$ cat config.mk
export PLATFORM = sky130hd
export DESIGN_NAME = instr_fetch
export DESIGN_NICKNAME = d
export VERILOG_FILES = /design/src/rtl/cpu_pkg.sv /design/src/rtl/instr_fetch.sv
export SDC_FILE = /design/constraint.sdc
export NUM_CORES = 1
export LEC_CHECK = 0
export BUFFER_PORTS_ARGS = -buffer_cell sky130_fd_sc_hd__buf_2
export CORE_ASPECT_RATIO = 0.9
export CORE_MARGIN = 4
export CORE_UTILIZATION = 45
export CTS_CLUSTER_DIAMETER = 60
export DETAILED_ROUTE_END_ITERATION = 16
export PLACE_DENSITY = 0.67
export REMOVE_ABC_BUFFERS = 1
export SETUP_SLACK_MARGIN = 0.1
export SLEW_MARGIN = 20
export SYNTH_ARGS = -nofsm -noshare
export SYNTH_HDL_FRONTEND = slang
export SYNTH_SLANG_ARGS = --single-unit
$ cat constraint.sdc
create_clock -name clk -period 5.3 [get_ports clk]
set_input_delay 1.59 -clock clk [delete_from_list [all_inputs] [get_ports clk]]
set_output_delay 1.59 -clock clk [all_outputs]
set_load 0.05 [all_outputs]
$ cat src/rtl/cpu_pkg.sv
// Shared CPU definitions: fetch FSM encoding and instruction/ROM geometry.
package cpu_pkg;

    typedef enum logic [1:0] {
        ST_IDLE  = 2'd0,
        ST_FETCH = 2'd1,
        ST_HOLD  = 2'd2,
        ST_DONE  = 2'd3
    } fetch_state_e;

    localparam int INSTR_BYTES = 3;
    localparam int INSTR_W     = 24;
    localparam int ROM_ADDR_W  = 6;
    localparam int ROM_DATA_W  = 8;

endpackage

$ cat src/rtl/instr_fetch.sv
// Instruction fetch: reads three ROM bytes per instruction, assembles a 24-bit word,
// presents it over valid/ready, and follows branch redirects.
module instr_fetch
    import cpu_pkg::*;
#(
    parameter int                 ADDR_W    = ROM_ADDR_W,
    parameter int                 DATA_W    = ROM_DATA_W,
    parameter logic [ADDR_W-1:0]  PC_RESET  = '0,
    parameter logic [ADDR_W-1:0]  LAST_ADDR = ADDR_W'(32)
) (
    input  logic                            clk,
    input  logic                            rst,
    input  logic                            start,
    input  logic                            br_valid,
    input  logic [ADDR_W-1:0]               br_addr,
    output logic [ADDR_W-1:0]               rom_addr,
    output logic                            rom_cs,
    input  logic [DATA_W-1:0]               rom_data,
    output logic [INSTR_BYTES*DATA_W-1:0]   instr,
    output logic                            instr_valid,
    input  logic                            instr_ready,
    output logic [ADDR_W-1:0]               pc_out,
    output logic                            busy,
    output logic                            done
);

    localparam int WORD_W = INSTR_BYTES * DATA_W;

    fetch_state_e          state_q, state_d;
    logic [ADDR_W-1:0]     pc_q, pc_d;
    logic [ADDR_W-1:0]     rom_addr_q, rom_addr_d;
    logic [1:0]            byte_idx_q, byte_idx_d;
    logic [WORD_W-1:0]     instr_q, instr_d;
    logic                  instr_valid_q, instr_valid_d;
    logic [ADDR_W-1:0]     pc_out_q, pc_out_d;
    logic                  launch;
    logic [ADDR_W-1:0]     launch_pc;
    logic [1:0]            lane;

    // The end check uses the unwrapped sum so a word straddling the top never starts.
    function automatic logic fits_in_rom(logic [ADDR_W-1:0] p);
        logic [ADDR_W:0] last_byte;
        last_byte = {1'b0, p} + (ADDR_W+1)'(INSTR_BYTES - 1);
        return last_byte <= {1'b0, LAST_ADDR};
    endfunction

    assign lane = 2'(INSTR_BYTES - 1) - byte_idx_q;

    always_comb begin
        state_d       = state_q;
        pc_d          = pc_q;
        rom_addr_d    = rom_addr_q;
        byte_idx_d    = byte_idx_q;
        instr_d       = instr_q;
        instr_valid_d = instr_valid_q;
        pc_out_d      = pc_out_q;
        launch        = 1'b0;
        launch_pc     = pc_q;

        if (br_valid) begin
            // A redirect overrides everything, including an acceptance in HOLD.
            pc_d          = br_addr;
            instr_valid_d = 1'b0;
            launch        = 1'b1;
            launch_pc     = br_addr;
        end else begin
            case (state_q)
                ST_IDLE: begin
                    if (start) launch = 1'b1;
                end
                ST_FETCH: begin
                    instr_d[lane*DATA_W +: DATA_W] = rom_data;
                    rom_addr_d = pc_q + ADDR_W'(byte_idx_q) + ADDR_W'(1);
                    byte_idx_d = byte_idx_q + 2'd1;
                    if (byte_idx_q == 2'(INSTR_BYTES - 1)) begin
                        instr_valid_d = 1'b1;
                        pc_out_d      = pc_q;
                        state_d       = ST_HOLD;
                    end
                end
                ST_HOLD: begin
                    if (instr_ready) begin
                        instr_valid_d = 1'b0;
                        pc_d          = pc_q + ADDR_W'(INSTR_BYTES);
                        launch        = 1'b1;
                        launch_pc     = pc_d;
                    end
                end
                default: ;
            endcase
        end

        if (launch) begin
            if (fits_in_rom(launch_pc)) begin
                rom_addr_d = launch_pc;
                byte_idx_d = 2'd0;
                state_d    = ST_FETCH;
            end else begin
                state_d    = ST_DONE;
            end
        end
    end

    always_ff @(posedge clk) begin
        if (rst) begin
            state_q       <= ST_IDLE;
            pc_q          <= PC_RESET;
            rom_addr_q    <= PC_RESET;
            byte_idx_q    <= 2'd0;
            instr_q       <= '0;
            instr_valid_q <= 1'b0;
            pc_out_q      <= '0;
        end else begin
            state_q       <= state_d;
            pc_q          <= pc_d;
            rom_addr_q    <= rom_addr_d;
            byte_idx_q    <= byte_idx_d;
            instr_q       <= instr_d;
            instr_valid_q <= instr_valid_d;
            pc_out_q      <= pc_out_d;
        end
    end

    assign rom_addr    = rom_addr_q;
    assign rom_cs      = (state_q == ST_FETCH);
    assign instr       = instr_q;
    assign instr_valid = instr_valid_q;
    assign pc_out      = pc_out_q;
    assign busy        = (state_q == ST_FETCH) || (state_q == ST_HOLD);
    assign done        = (state_q == ST_DONE);

endmodule

Word-level counts from Yosys, hierarchy flattened. Index checks and enable logic that the tools add are counted.

Register bits after elaboration: 47. Bits of input ports: 19. Word-level logic and storage cells: 59.

Bitwise logic cells: 1. Add/subtract/negate cells: 7. Order comparisons: 1. Equality and inequality tests: 7. Mux-type cells: 24. Shift operators: 2. Reductions and logical operators: 10.

Operator list (count): $mux 6 (7); $neg 5->34 (1); $shift 8x34->24 const A (1); $shiftx 8x34->24 (1); $bwmux 24 (1); $mux 2 (9); $reduce_and 3->1 (3); $add 6x2->7 const B (1); $le 7x6->1 const B (1); $add 6x1->6 const B (1); $add 6x2->6 (1); $add 6x2->6 const B (1); $eq 2x2->1 const B (3); $reduce_bool 2->1 (3); $mux 1 (5); $ne 2x1->1 const B (2); $pmux 1 s2 (2); $add 2x1->2 const B (1); $eq 2x1->1 const B (1); $logic_not 2->1 (1); $ne 2x2->1 const B (1); $reduce_and 2->1 (1); $reduce_or 2->1 (1); $sub 2x2->2 const A (1); 2 further kinds (2).

Depth between registers and ports, before layout.
Word-level depth: 8. Mapped depth: 9.

Worst setup path after synthesis. OpenSTA, ideal clock, no wires.

Path type: input-to-reg. From: in br_valid. To: reg rom_addr_q[2] (netlist: rom_addr[2]). Setup time: 0.123 ns. Path slack: 2.531 ns. Stages on the path: 6. Arrival: 2.645 ns. Cell sequence: clkbuf_8 -> inv_1 -> nor2_1 -> a31oi_1 -> o211ai_4 -> mux2_1.

Longest elaborated chain between the ends: 5. Elaborated cells between the ends (all ways): 7. Those cells by class: 1 x add/sub; 1 x order compare; 5 x mux.

Ends and longest elaborated chain: from (decl) (RTL line instr_fetch.sv:14) `input logic br_valid,`; $mux 6 (RTL line instr_fetch.sv:60) `if (br_valid) begin`; $add 6x2->7 (RTL line instr_fetch.sv:43) `last_byte = {1'b0, p} + (ADDR_W+1)'(INSTR_BYTES - 1);`; $le 7x6->1 (RTL line instr_fetch.sv:44) `return last_byte <= {1'b0, LAST_ADDR};`; $mux 6 (RTL line instr_fetch.sv:94) `if (fits_in_rom(launch_pc)) begin`; $mux 6 (*) (RTL line instr_fetch.sv:93) `if (launch) begin`; to (signal assigned) (RTL line instr_fetch.sv:116) `rom_addr_q <= rom_addr_d;`; to (decl) (RTL line instr_fetch.sv:31) `logic [ADDR_W-1:0] rom_addr_q, rom_addr_d;`.

Every way passes the cells marked *; elsewhere a longest branch is shown, timed or not. A chain may end at the register's enable or synchronous reset.

Final worst setup path.
From: in br_valid. To: reg instr_q[22] (netlist: instr[22]).

Longest elaborated chain between the ends: 2.

Ends and longest elaborated chain: $not 1->1 (no source line); $reduce_and 2->1 (no source line); to (signal assigned) (RTL line instr_fetch.sv:118) `instr_q <= instr_d;`; to (decl) (RTL line instr_fetch.sv:33) `logic [WORD_W-1:0] instr_q, instr_d;`.

No other way between the ends.

==> results_tabular.tex <==
\begin{tabular}{lr}
\hline
Metric & Value \\
\hline
\multicolumn{2}{l}{\textbf{Global routing}} \\
\quad Vias in the first global route & about 1700 \\
\quad GRT Util Overall & between 15 and 20\% \\
\quad Initial antenna violation count & 0 \\
\quad Largest net degree at the start of global routing & 48 \\
\quad GRT overflow & 0 \\
\quad First-pass GRT wire length & 8270 um \\
\multicolumn{2}{l}{\textbf{Die}} \\
\quad Effective utilization at floorplan & 48.0\% \\
\quad Row cnt & 23 \\
\quad Chip Height & 74.3 um \\
\quad Total die area & 0.00606 mm\^{}2 \\
\quad Area inside the core boundary & around 0.0046 mm\^{}2 \\
\quad Ports & 59 \\
\quad Die width & 81.6 um \\
\multicolumn{2}{l}{\textbf{Route}} \\
\quad Detailed-route wire length & $\sim$5000 um \\
\quad Mean number of vias per cell & roughly 5.3 \\
\quad Number of routed nets with antenna violations & 0 \\
\quad Post-detailed-route DRC marker count & 0 \\
\quad Initial drt markers & between 100 and 150 \\
\quad Routed vias & 1870 \\
\quad Average wire per standard cell & between 10 and 15 um \\
\quad DRT Pass-1 Iters & 4 \\
\multicolumn{2}{l}{\textbf{Yosys}} \\
\quad Top cells by area, synth & dfxtp\_1, a22oi\_1, nor2\_1 \\
\quad Number of distinct library cells after synthesis & 41 \\
\quad Instance count of the mapped netlist & 240 \\
\quad Count leader, synth & dfxtp\_1 \\
\quad Sequential area share after synthesis & 42.9\% \\
\quad Top cell type by total area after synthesis & dfxtp\_1 \\
\quad Largest family of logic cells by synthesized area & compound AO/OA/AOI/OAI gates \\
\quad Number of enable-type register cells in the synthesized netlist & 0 \\
\quad Top\_reg\_cell synth & dfxtp\_1 \\
\quad Adder and majority cell fraction of the synthesized area & 7.18\% \\
\quad Xor and xnor fraction of the mapped netlist area & 3.59\% \\
\quad Most frequent cells after synthesis & dfxtp\_1, nor2\_1, a22oi\_1 \\
\quad Avg Cell Area, Syn & around 9 um\^{}2 \\
\quad Compound-gate portion of the synthesized area & 19.8\% \\
\quad FFs w/ async S/R, synth & 0\% \\
\quad Multiplexer area fraction after synthesis & 2.57\% \\
\quad Synthesized area & 0.00219 mm\^{}2 \\
\quad Flip-flop and latch count after synthesis & 47 \\
\quad Post-Synth Simple-Gate Area & 17.7\% \\
\quad Synthesis Warnings & 0 \\
\quad Area fraction of the dominant cell type after synthesis & a little over two fifths \\
\multicolumn{2}{l}{\textbf{Clock tree}} \\
\quad Sink count of the clock tree & 47 \\
\quad CTS buffer count & 5 \\
\quad Later-pin clock latency in the skew report & 0.29 ns \\
\quad CTS Buffer Depth & 2 \\
\quad CTS clock-pin slew for the worst setup and hold paths & 0.08 ns \\
\quad CTS Root Cell & clkbuf\_8 \\
\quad Post-cts hold buffer count & 0 \\
\quad Number of setup buffers added after CTS & 0 \\
\quad Resized cells post-CTS & 0 \\
\quad Level count of the clock H-tree & 2 \\
\quad CTS tree & done \\
\multicolumn{2}{l}{\textbf{Power}} \\
\quad Leakage power & 0.00109 uW \\
\quad Net switching share of the total power & 28.5\% \\
\quad Internal portion of total power & 546 uW \\
\quad Combinational Power Share & 17.4\% \\
\quad Sequential share of power & 49.7\% \\
\quad Max IR drop VDD & 0.140 mV \\
\quad Power per cell area & 297 mW/mm\^{}2 \\
\quad Reported net switching power & 217 uW \\
\quad Share of total power in the clock network & 32.9\% \\
\quad Power Total & 763 uW \\
\multicolumn{2}{l}{\textbf{Worst setup path}} \\
\quad Required time at the endpoint of the critical path & about 5.5 ns \\
\quad Critical path startpoint category & primary input \\
\quad Slowest cell delay on critical path & 0.75 ns \\
\quad Total buffers and inverters traversed by the critical path & 2 \\
\quad Data arrival at the endpoint of the critical path & 3.49 ns \\
\quad CP delay by family, top & simple AND/OR/NAND/NOR gates \\
\quad Reg2Reg Setup Slack & 2.86 ns \\
\quad Reg2Reg Capture Point & instr[22]\$\_SDFFE\_PP0P\_ \\
\quad Worst Path Class, Setup & in2reg \\
\quad Kind of end point of the critical path & flip-flop \\
\quad Largest fanout on the critical path & 23 \\
\quad Worst R2R Path Depth & 8 \\
\quad R2R Path Start & state\_q[1]\$\_SDFFE\_PP0P\_ \\
\quad CP Cell Sequence & buf\_2 > nor2b\_1 > buf\_4 > nand2\_1 > nor4\_2 > a22oi\_1 > nor2\_1 \\
\quad Worst-path cell with the longest stage delay & nor4\_2 \\
\multicolumn{2}{l}{\textbf{STA}} \\
\quad Final worst clock skew & 0.00779 ns \\
\quad Final count of pins violating max slew & 0 \\
\quad Max-slew headroom at the worst pin & around 40\% \\
\quad WHS & around 0.45 ns \\
\quad Maximum clock frequency & 0.306 GHz \\
\quad Post-layout minimum cycle time & 3.26 ns \\
\quad Hold violation count in the final report & 0 \\
\quad Worst setup slack after layout & 2.04 ns \\
\quad Post-route setup TNS & 0 ns \\
\quad Setup violators final & 0 \\
\quad Worst Tran Pin Value & 0.893 ns \\
\quad Setup repair after global routing missed its margin & no \\
\quad Post-route clock period utilization & between 60\% and 70\% \\
\multicolumn{2}{l}{\textbf{Run}} \\
\quad Total of max-cap violations & 0 \\
\multicolumn{2}{l}{\textbf{Min path}} \\
\quad End of the worst hold path & pc\_out[0]\$\_SDFFE\_PP0P\_ \\
\quad HP Class & reg2reg \\
\quad Startpoint of the worst hold path & pc\_out[0]\$\_SDFFE\_PP0P\_ \\
\quad Number of cells traversed by the worst hold path & 2 \\
\multicolumn{2}{l}{\textbf{Place}} \\
\quad Port-buffer cells & 58 \\
\quad Sum of net half-perimeters after detailed placement & 3710 um \\
\quad Placer's final routability congestion estimate & 0.819 \\
\quad Pre-CTS setup slack & 1.74 ns \\
\multicolumn{2}{l}{\textbf{Final layout}} \\
\quad FF+latch area & 941 um\^{}2 \\
\quad Fraction of layout instances using a drive strength above 1 & 24.6\% \\
\quad Final \#Nets & 324 \\
\quad Area grow syn2layout & 17.2\% \\
\quad Number of fillers in the final layout & 441 \\
\quad Area of combinational cells with multiple inputs & 0.00111 mm\^{}2 \\
\quad Number of inserted diodes & 0 \\
\multicolumn{2}{l}{\textbf{Status}} \\
\quad Result of the run & completed \\
\hline
\end{tabular}
## how the worst max path moves through the flow
| stage | slack, ns | from | to | cells past startpoint |
|---|---|---|---|---|
| floorplan | 1.68 | br_valid | instr[16]$_SDFFE_PP0P_ | 5 |
| global placement | 1.67 | br_valid | instr[22]$_SDFFE_PP0P_ | 7 |
| detailed placement | 1.74 | br_valid | instr[22]$_SDFFE_PP0P_ | 7 |
| CTS | 2.06 | br_valid | instr[20]$_SDFFE_PP0P_ | 7 |
| global route | 1.81 | br_valid | instr[23]$_SDFFE_PP0P_ | 7 |
| finish | 2.04 | br_valid | instr[22]$_SDFFE_PP0P_ | 7 |
## cell families after synthesis
family                   after synthesis
AO/OA/AOI/OAI                         58
XOR/XNOR                               9
adder cells (fa/ha/maj)               12
buffers and inverters                 23
flip-flops                            47
multiplexers                           5
AND/OR/NAND/NOR                       86
## registers in the layout, summed over array words and instances (netlist names)
name         count
instr           24
pc_out           6
pc_q             6
rom_addr         6
byte_idx_q       2
state_q          2
instr_valid      1
## power by group through the flow
stage	sequential (uW)	combinational (uW)	clock [uW]
final	379	133	251
after detailed placement	388	133	0
after floorplan	414	66.3	0
after CTS	379	134	256
after global placement	388	133	0
after global routing	382	145	269
## layout make-up
class                           count  area share (%)
Inverter                           10            1.46
Multi-Input combinational cell    170            43.4
Timing Repair Buffer               59            11.6
Clock inverter                      1            1.17
Tap cell                           62            3.02
Sequential cell                    47            36.6
Clock buffer                        6            2.82
## cell usage in the layout (no fill, tap or decap), types with 2 or more instances in the layout
| master | instances |
|---|---|
| a211oi_1 | 3 |
| a21oi_1 | 14 |
| a221oi_1 | 3 |
| a22oi_1 | 24 |
| and2_1 | 2 |
| buf_2 | 58 |
| clkbuf_8 | 5 |
| dfxtp_1 | 47 |
| ha_1 | 11 |
| inv_1 | 10 |
| mux2_1 | 2 |
| mux2i_1 | 2 |
| nand2_1 | 21 |
| nand3_1 | 9 |
| nand3b_1 | 2 |
| nor2_1 | 40 |
| nor2b_1 | 2 |
| nor3_1 | 4 |
| nor3_2 | 2 |
| o211ai_1 | 2 |
| o21ai_0 | 3 |
| xnor2_1 | 8 |
## worst min-delay path, stage by stage, from the launching register on
cell and delay (ns):
dfxtp_1 0.31, nand2_1 0.05, a21oi_1 0.05
## per-stage QoR
step           std cells  area, um^2  utilization [%]
5_1_grt              355        2570             56.2
6_report             355        2570             56.2
3_5_place_dp         348        2470             54.0
4_1_cts              355        2570             56.2
2_1_floorplan        227        2090                -
3_3_place_gp         348        2470             54.0
## metal layers
layer,GRT usage [%],vias to the layer above,part of all wire [%]
met5,0,-,0
met4,6.09,0,1.4
met3,3.63,8,5.7
met2,26.0,45,44
met1,25.4,866,48
li1,-,951,-
Power figures use the tool's default switching activity.
